--- config.mk ---
export PLATFORM = sky130hd
export DESIGN_NAME = serial_word_tx
export DESIGN_NICKNAME = d
export VERILOG_FILES = /design/src/rtl/serial_word_tx.sv
export SDC_FILE = /design/constraint.sdc
export NUM_CORES = 1
export LEC_CHECK = 0
export ABC_AREA = 1
export CAP_MARGIN = 20
export CORE_ASPECT_RATIO = 1.25
export CORE_MARGIN = 2
export CORE_UTILIZATION = 38
export CTS_BUF_LIST = sky130_fd_sc_hd__clkbuf_4
export DETAILED_ROUTE_END_ITERATION = 12
export GPL_TIMING_DRIVEN = 0
export HOLD_SLACK_MARGIN = 0.08
export PLACE_DENSITY = 0.62
export SLEW_MARGIN = 10
export SYNTH_ARGS = -nofsm -noshare
export SYNTH_HDL_FRONTEND = slang
export SYNTH_SLANG_ARGS = --single-unit
--- constraint.sdc ---
create_clock -name clk -period 1.5 [get_ports clk]
set_input_delay 0.225 -clock clk [delete_from_list [all_inputs] [get_ports clk]]
set_output_delay 0.225 -clock clk [all_outputs]
set_load 0.02 [all_outputs]
--- src/rtl/serial_word_tx.sv ---
// ---------------------------------------------------------------------------
// serial_word_tx
//   Parallel-to-serial word transmitter. A WORD_WIDTH-bit word is accepted on
//   a valid/ready handshake and shifted out MSB first, one bit per clock,
//   with an optional idle gap of GAP_CYCLES cycles between words.
//
// Handshake: a word transfers on a rising clk edge where word_in_valid and
//   word_in_ready are both 1 and clr is 0. word_in_ready never depends on
//   word_in_valid, so the source may hold valid high for as long as it wants.
//
// Ports
//   clk            system clock, rising edge
//   rst_n          asynchronous active-low reset
//   clr            synchronous clear, same effect as reset
//   word_in        parallel word to transmit
//   word_in_valid  word_in holds a word
//   word_in_ready  block accepts word_in this cycle
//   bit_out        serial data bit (0 whenever bit_out_valid is 0)
//   bit_out_valid  bit_out carries a data bit
//   bit_last       bit_out is the final bit of a word
//   busy           shifting or gap in progress
// ---------------------------------------------------------------------------
module serial_word_tx #(
  parameter int WORD_WIDTH = 412,
  parameter int GAP_CYCLES = 0
) (
  input  logic                  clk,
  input  logic                  rst_n,
  input  logic                  clr,
  input  logic [WORD_WIDTH-1:0] word_in,
  input  logic                  word_in_valid,
  output logic                  word_in_ready,
  output logic                  bit_out,
  output logic                  bit_out_valid,
  output logic                  bit_last,
  output logic                  busy
);

  localparam int CW = (WORD_WIDTH > 1) ? $clog2(WORD_WIDTH) : 1;
  localparam int GW = (GAP_CYCLES > 1) ? $clog2(GAP_CYCLES) : 1;
  localparam logic [CW-1:0] CNT_LAST = CW'(WORD_WIDTH - 1);
  localparam logic [GW-1:0] GAP_LAST = GW'((GAP_CYCLES > 0) ? GAP_CYCLES - 1 : 0);

  typedef enum logic [1:0] {
    ST_IDLE  = 2'd0,
    ST_SHIFT = 2'd1,
    ST_GAP   = 2'd2
  } state_t;

  state_t                state_q, state_d;
  logic [WORD_WIDTH-1:0] shift_q, shift_d;
  logic [CW-1:0]         cnt_q, cnt_d;
  logic [GW-1:0]         gap_q, gap_d;

  logic is_last;
  logic accept;

  always_ff @(posedge clk or negedge rst_n) begin
    if (!rst_n) begin
      state_q <= ST_IDLE;
      shift_q <= '0;
      cnt_q   <= '0;
      gap_q   <= '0;
    end else begin
      state_q <= state_d;
      shift_q <= shift_d;
      cnt_q   <= cnt_d;
      gap_q   <= gap_d;
    end
  end

  always_comb begin
    // Output defaults correspond to IDLE.
    word_in_ready = 1'b0;
    bit_out       = 1'b0;
    bit_out_valid = 1'b0;
    bit_last      = 1'b0;
    busy          = 1'b0;
    is_last       = (cnt_q == CNT_LAST);

    case (state_q)
      ST_IDLE: begin
        word_in_ready = 1'b1;
      end
      ST_SHIFT: begin
        bit_out_valid = 1'b1;
        bit_out       = shift_q[WORD_WIDTH-1];
        bit_last      = is_last;
        busy          = 1'b1;
        // Without a gap the next word may load while the last bit is out,
        // giving a gapless stream.
        word_in_ready = is_last && (GAP_CYCLES == 0);
      end
      ST_GAP: begin
        busy = 1'b1;
      end
      default: begin
      end
    endcase

    // clr wins over a same-cycle handshake; the offered word is dropped.
    accept = word_in_valid && word_in_ready && !clr;
  end

  always_comb begin
    state_d = state_q;
    shift_d = shift_q;
    cnt_d   = cnt_q;
    gap_d   = gap_q;

    if (clr) begin
      state_d = ST_IDLE;
      shift_d = '0;
      cnt_d   = '0;
      gap_d   = '0;
    end else if (accept) begin
      // Every acceptance restarts the bit counter, so it can never wrap.
      state_d = ST_SHIFT;
      shift_d = word_in;
      cnt_d   = '0;
    end else begin
      case (state_q)
        ST_SHIFT: begin
          shift_d = shift_q << 1;
          if (is_last) begin
            cnt_d   = '0;
            gap_d   = '0;
            state_d = (GAP_CYCLES > 0) ? ST_GAP : ST_IDLE;
          end else begin
            cnt_d = cnt_q + 1'b1;
          end
        end
        ST_GAP: begin
          if (gap_q == GAP_LAST) begin
            gap_d   = '0;
            state_d = ST_IDLE;
          end else begin
            gap_d = gap_q + 1'b1;
          end
        end
        default: begin
        end
      endcase
    end
  end

endmodule

==> results <==
- The signal on the critical path passes through ha_2 > nand2_1 > nor2_1 > nand2_1 > nand2_2 > buf_12 > buf_8 > buf_6.
- Sorting the synthesized cells by area gives the leading types as sky130_fd_sc_hd__dfrtp_1 46%, sky130_fd_sc_hd__nand4_1 11%, sky130_fd_sc_hd__or2_2 11%.
- The category of the most critical setup path is reg2out.
- The maximum clock path buffer count is 3.
- After detailed routing, the wire length on met1 is 35,100 µm.
- Data arrives at the worst endpoint at 2.08 ns.
- By instance count, the cell type seen most on the critical path is sky130_fd_sc_hd__nand2_1.
- Cells fill 58.6% of the core in the end.
- The top cell type's share of synthesized area is 45.6%.
- The post-route netlist has 21.1% of its cells at a drive strength greater than 1.
- The max capacitance violation total is 0.
- The number of hold buffers added after CTS is 414.
- The count of buffers from port buffering is 419.
- The initial antenna violation count is 16.
- The slowest stage of the critical path belongs to the cell sky130_fd_sc_hd__dfrtp_1.
- The height of the die is 280 µm.
- The H-tree depth is 3.
- The count of state elements after synthesis is 422.
- IR analysis of the VDD net gives a maximum drop of 537 µV.
- STA classifies the critical path endpoint as a primary output.
- For the pin with the worst max-slew slack, the measured transition is 0.888 ns.
- The sum of met2 wire segment lengths after detailed routing is 41,400 µm.
- The cell type contributing the most total cell area after synthesis is sky130_fd_sc_hd__dfrtp_1.
- The most used flip-flop cell after synthesis is sky130_fd_sc_hd__dfrtp_1.
- The post-layout worst setup margin is -0.810 ns.
- Detailed routing inserted a total of 25,612 vias.
- The number of iterations in the first detailed-routing pass is 6.
- The leading cell type by number of instances after synthesis is sky130_fd_sc_hd__nor2_1.
- Routed signal wires occupy layers up through met5.
- The register-to-register path setup slack is -0.67 ns.
- The number of cells on the worst reg-to-reg path is 14.
- For this design, the sink count on the clock tree is 422.
- The worst register-to-register path begins at cnt_q[0].
- The full die area is 0.0629 mm².
- By count the netlist is led by 424 x sky130_fd_sc_hd__nor2_1, 422 x sky130_fd_sc_hd__dfrtp_1, 417 x sky130_fd_sc_hd__a21oi_1, 417 x sky130_fd_sc_hd__nand3_1, 414 x sky130_fd_sc_hd__nand4_1.
- The first global-routing pass estimated 131,000 µm of wire.
- The synthesized netlist contains 23 unique library cells.
- Entering global routing, the biggest net connects 99 pins.
- Of all nets on the critical path, the largest fanout is 2.
- Summing the sequential cell areas from Yosys gives 45.6% of the chip area.
- The share of the clock period used by the worst path is 154%.
- The number of nets produced by synthesis is 3,289.
- The post-synth design cell area is 0.0231 mm².
- In this run the clock root is driven by a sky130_fd_sc_hd__clkbuf_4.
- The congestion estimate from routability-driven global placement came to 0.867.
- The via density per instance is 5.42.
- The run finished, with violations left.
- For this design the top-level I/O count stands at 421.
- The required time of the critical path is 1.27 ns.
- After detailed routing, the number of remaining DRC violations is 0.
- The number of buffers inserted during clock tree synthesis is 114.
- The leakage power is 0.0152 µW.
- The initial standard-cell utilization of the core is 38.2%.
- The number of synthesized flops with an enable pin is 0.
- The worst hold-check path type is in2async.
- The number of global-route vias before repair is 25,570.
- The final reports fail on negative hold slack, negative setup slack.
- Headroom to the max-slew limit came out at 40.8%.
- Dividing the synthesized area by the synthesized cell count gives 8.06 µm².
- For this block, the initial DRC count from the detailed router was 1,754.
- The number of instances in the synthesized netlist is 2,872.
- Global routing used 25.9% of the available tracks across all layers.
- The detail route stage leaves a number of antenna-violating nets equal to 0.
- The detailed-routed wire length on met3 is 4610 µm.
- The type of origin of the critical path is a flop.
- Dividing the detail-routed wire length by the instance count gives 17.9 µm.
- The share of flip-flops with an asynchronous set or reset after synthesis is 100%.
- The Yosys step of the flow raised 0 warnings.
- The area growth from synthesis to layout is 53.3%.
- After clock tree synthesis, the clock-pin slew on the worst setup and hold paths is 0.07 ns.
- After legalization and detailed placement, the total HPWL measured 54,300 µm.
- Together, buffers and inverters on the worst path number 3.
- The achievable clock frequency is 0.433 GHz.
- The endpoint of the worst-slack reg-to-reg timing path is shift_q[293].
- Power spread over the standard cell area amounts to 879 mW/mm².
- The number of core rows is 101.
- The final-stage net count is 4,282.
- The later pin in the worst-skew pair is clocked with a latency of 0.88 ns.
- The routed design could run at a clock period as short as 2.31 ns.
- The setup skew after layout is 0.0530 ns.
- Setup repair after global routing could not meet its margin everywhere.
- The total area inside the core boundary comes to 0.0605 mm².
- The total count of hold-check failures in the final report came to 238.
- TritonCTS built the clock tree.
- The total global routing overflow is 0.
- The worst hold slack across all endpoints is -0.748 ns.
- The delay of the slowest critical-path stage is 0.40 ns.
- The gate family responsible for the most delay along the worst path is flip-flops.
- The total of endpoints with negative setup slack in the final report is 426.
- The final count of pins violating max slew came to 0.
- Timing analysis after detailed placement gives a worst setup slack of -1.22 ns.
- The die outline width is 225 µm.
- Wires add up to 84,700 µm.
-- layout by cell type, fill, tap and decap left out, drive strengths merged --
cell type / synthesis / layout
a21oi: 417 / 417
buf: 125 / 160
bufbuf: 0 / 1
bufinv: 0 / 2
clkbuf: 196 / 382
clkdlybuf4s50: 0 / 413
clkinv: 0 / 22
clkinvlp: 0 / 1
dfrtp: 422 / 422
diode: 0 / 10
dlygate4sd3: 0 / 414
ha: 1 / 1
inv: 14 / 14
nand2: 24 / 24
nand3: 417 / 417
nand3b: 1 / 1
nand4: 414 / 414
nor2: 424 / 424
nor3: 2 / 2
o21a: 1 / 1
o21ai: 4 / 4
or2: 410 / 410
-- worst max-delay path by stage --
stage	cells after the start	slack (ns)	end	startpoint
finish	8	-0.81	word_in_ready	cnt_q[0]
global route	8	-0.90	word_in_ready	cnt_q[0]
CTS	8	-0.89	word_in_ready	cnt_q[0]
detailed placement	7	-1.22	shift_q[35]	clr
global placement	1	-20.64	state_q[0]	rst_n
floorplan	10	-0.01	shift_q[149]	cnt_q[0]
-- report_power, final --
part	switching, µW	leakage [µW]	total (µW)	internal [µW]
Sequential	568	0.00539	13100	12500
Clock	5120	0.000864	10600	5520
Combinational	3500	0.00892	7430	3930
Total	9190	0.0152	31200	22000
-- metrics by stage --
step | total power, µW | hold slack (ns) | setup TNS (ns) | cell area (µm²) | cells
CTS | 31000 | -0.799 | -184.70 | 34400 | 4692
global route | 32800 | -0.738 | -257.85 | 35500 | 4726
floorplan | 16600 | -0.0706 | -2.66 | 23300 | 2872
detailed placement | 19200 | 0.186 | -499.47 | 28600 | 4067
global placement | 18900 | 0.499 | -8403.82 | 28400 | 4063
finish | 31200 | -0.748 | -213.27 | 35500 | 4728
-- area by class of cell --
class / count / area (µm²)
fill: 5224 / 25100
multi-input combinational: 2115 / 11400
sequential: 422 / 10600
timing repair buffer: 877 / 9140
buffer: 321 / 1920
clock buffer: 172 / 1290
tap: 772 / 966
clock inverter: 25 / 159
inverter: 14 / 55.1
antenna: 10 / 25.0
-- registers in the layout, summed over array words and instances, names as in the netlist --
signal	count
shift_q	412
cnt_q	9
state_q	1
-- metal layers --
metal	vias to the layer above	track usage, %
met5	-	0
met2	887	43.1
li1	12131	-
met3	262	4.63
met4	18	12.4
met1	12314	32.4
-- repair_timing --
item                                   CTS  global route
pin swaps                                5           106
buffers inserted                        12            12
resized for setup                       72           142
endpoints found under the hold margin  651           238
setup endpoints to repair              427           427
cloned                                   2            14
-- cell families (layout without fill, tap and decap cells) --
family | Yosys count | in the layout | share of synthesized area [%]
simple gates | 1692 | 1692 | 38.7
compound gates | 422 | 422 | 9.14
flops | 422 | 422 | 45.6
buf+inv | 335 | 1409 | 6.50
fa+ha+maj | 1 | 1 | 0.0541
other cells | 0 | 10 | 0
Note: power is estimated with default switching activity, not from simulation.
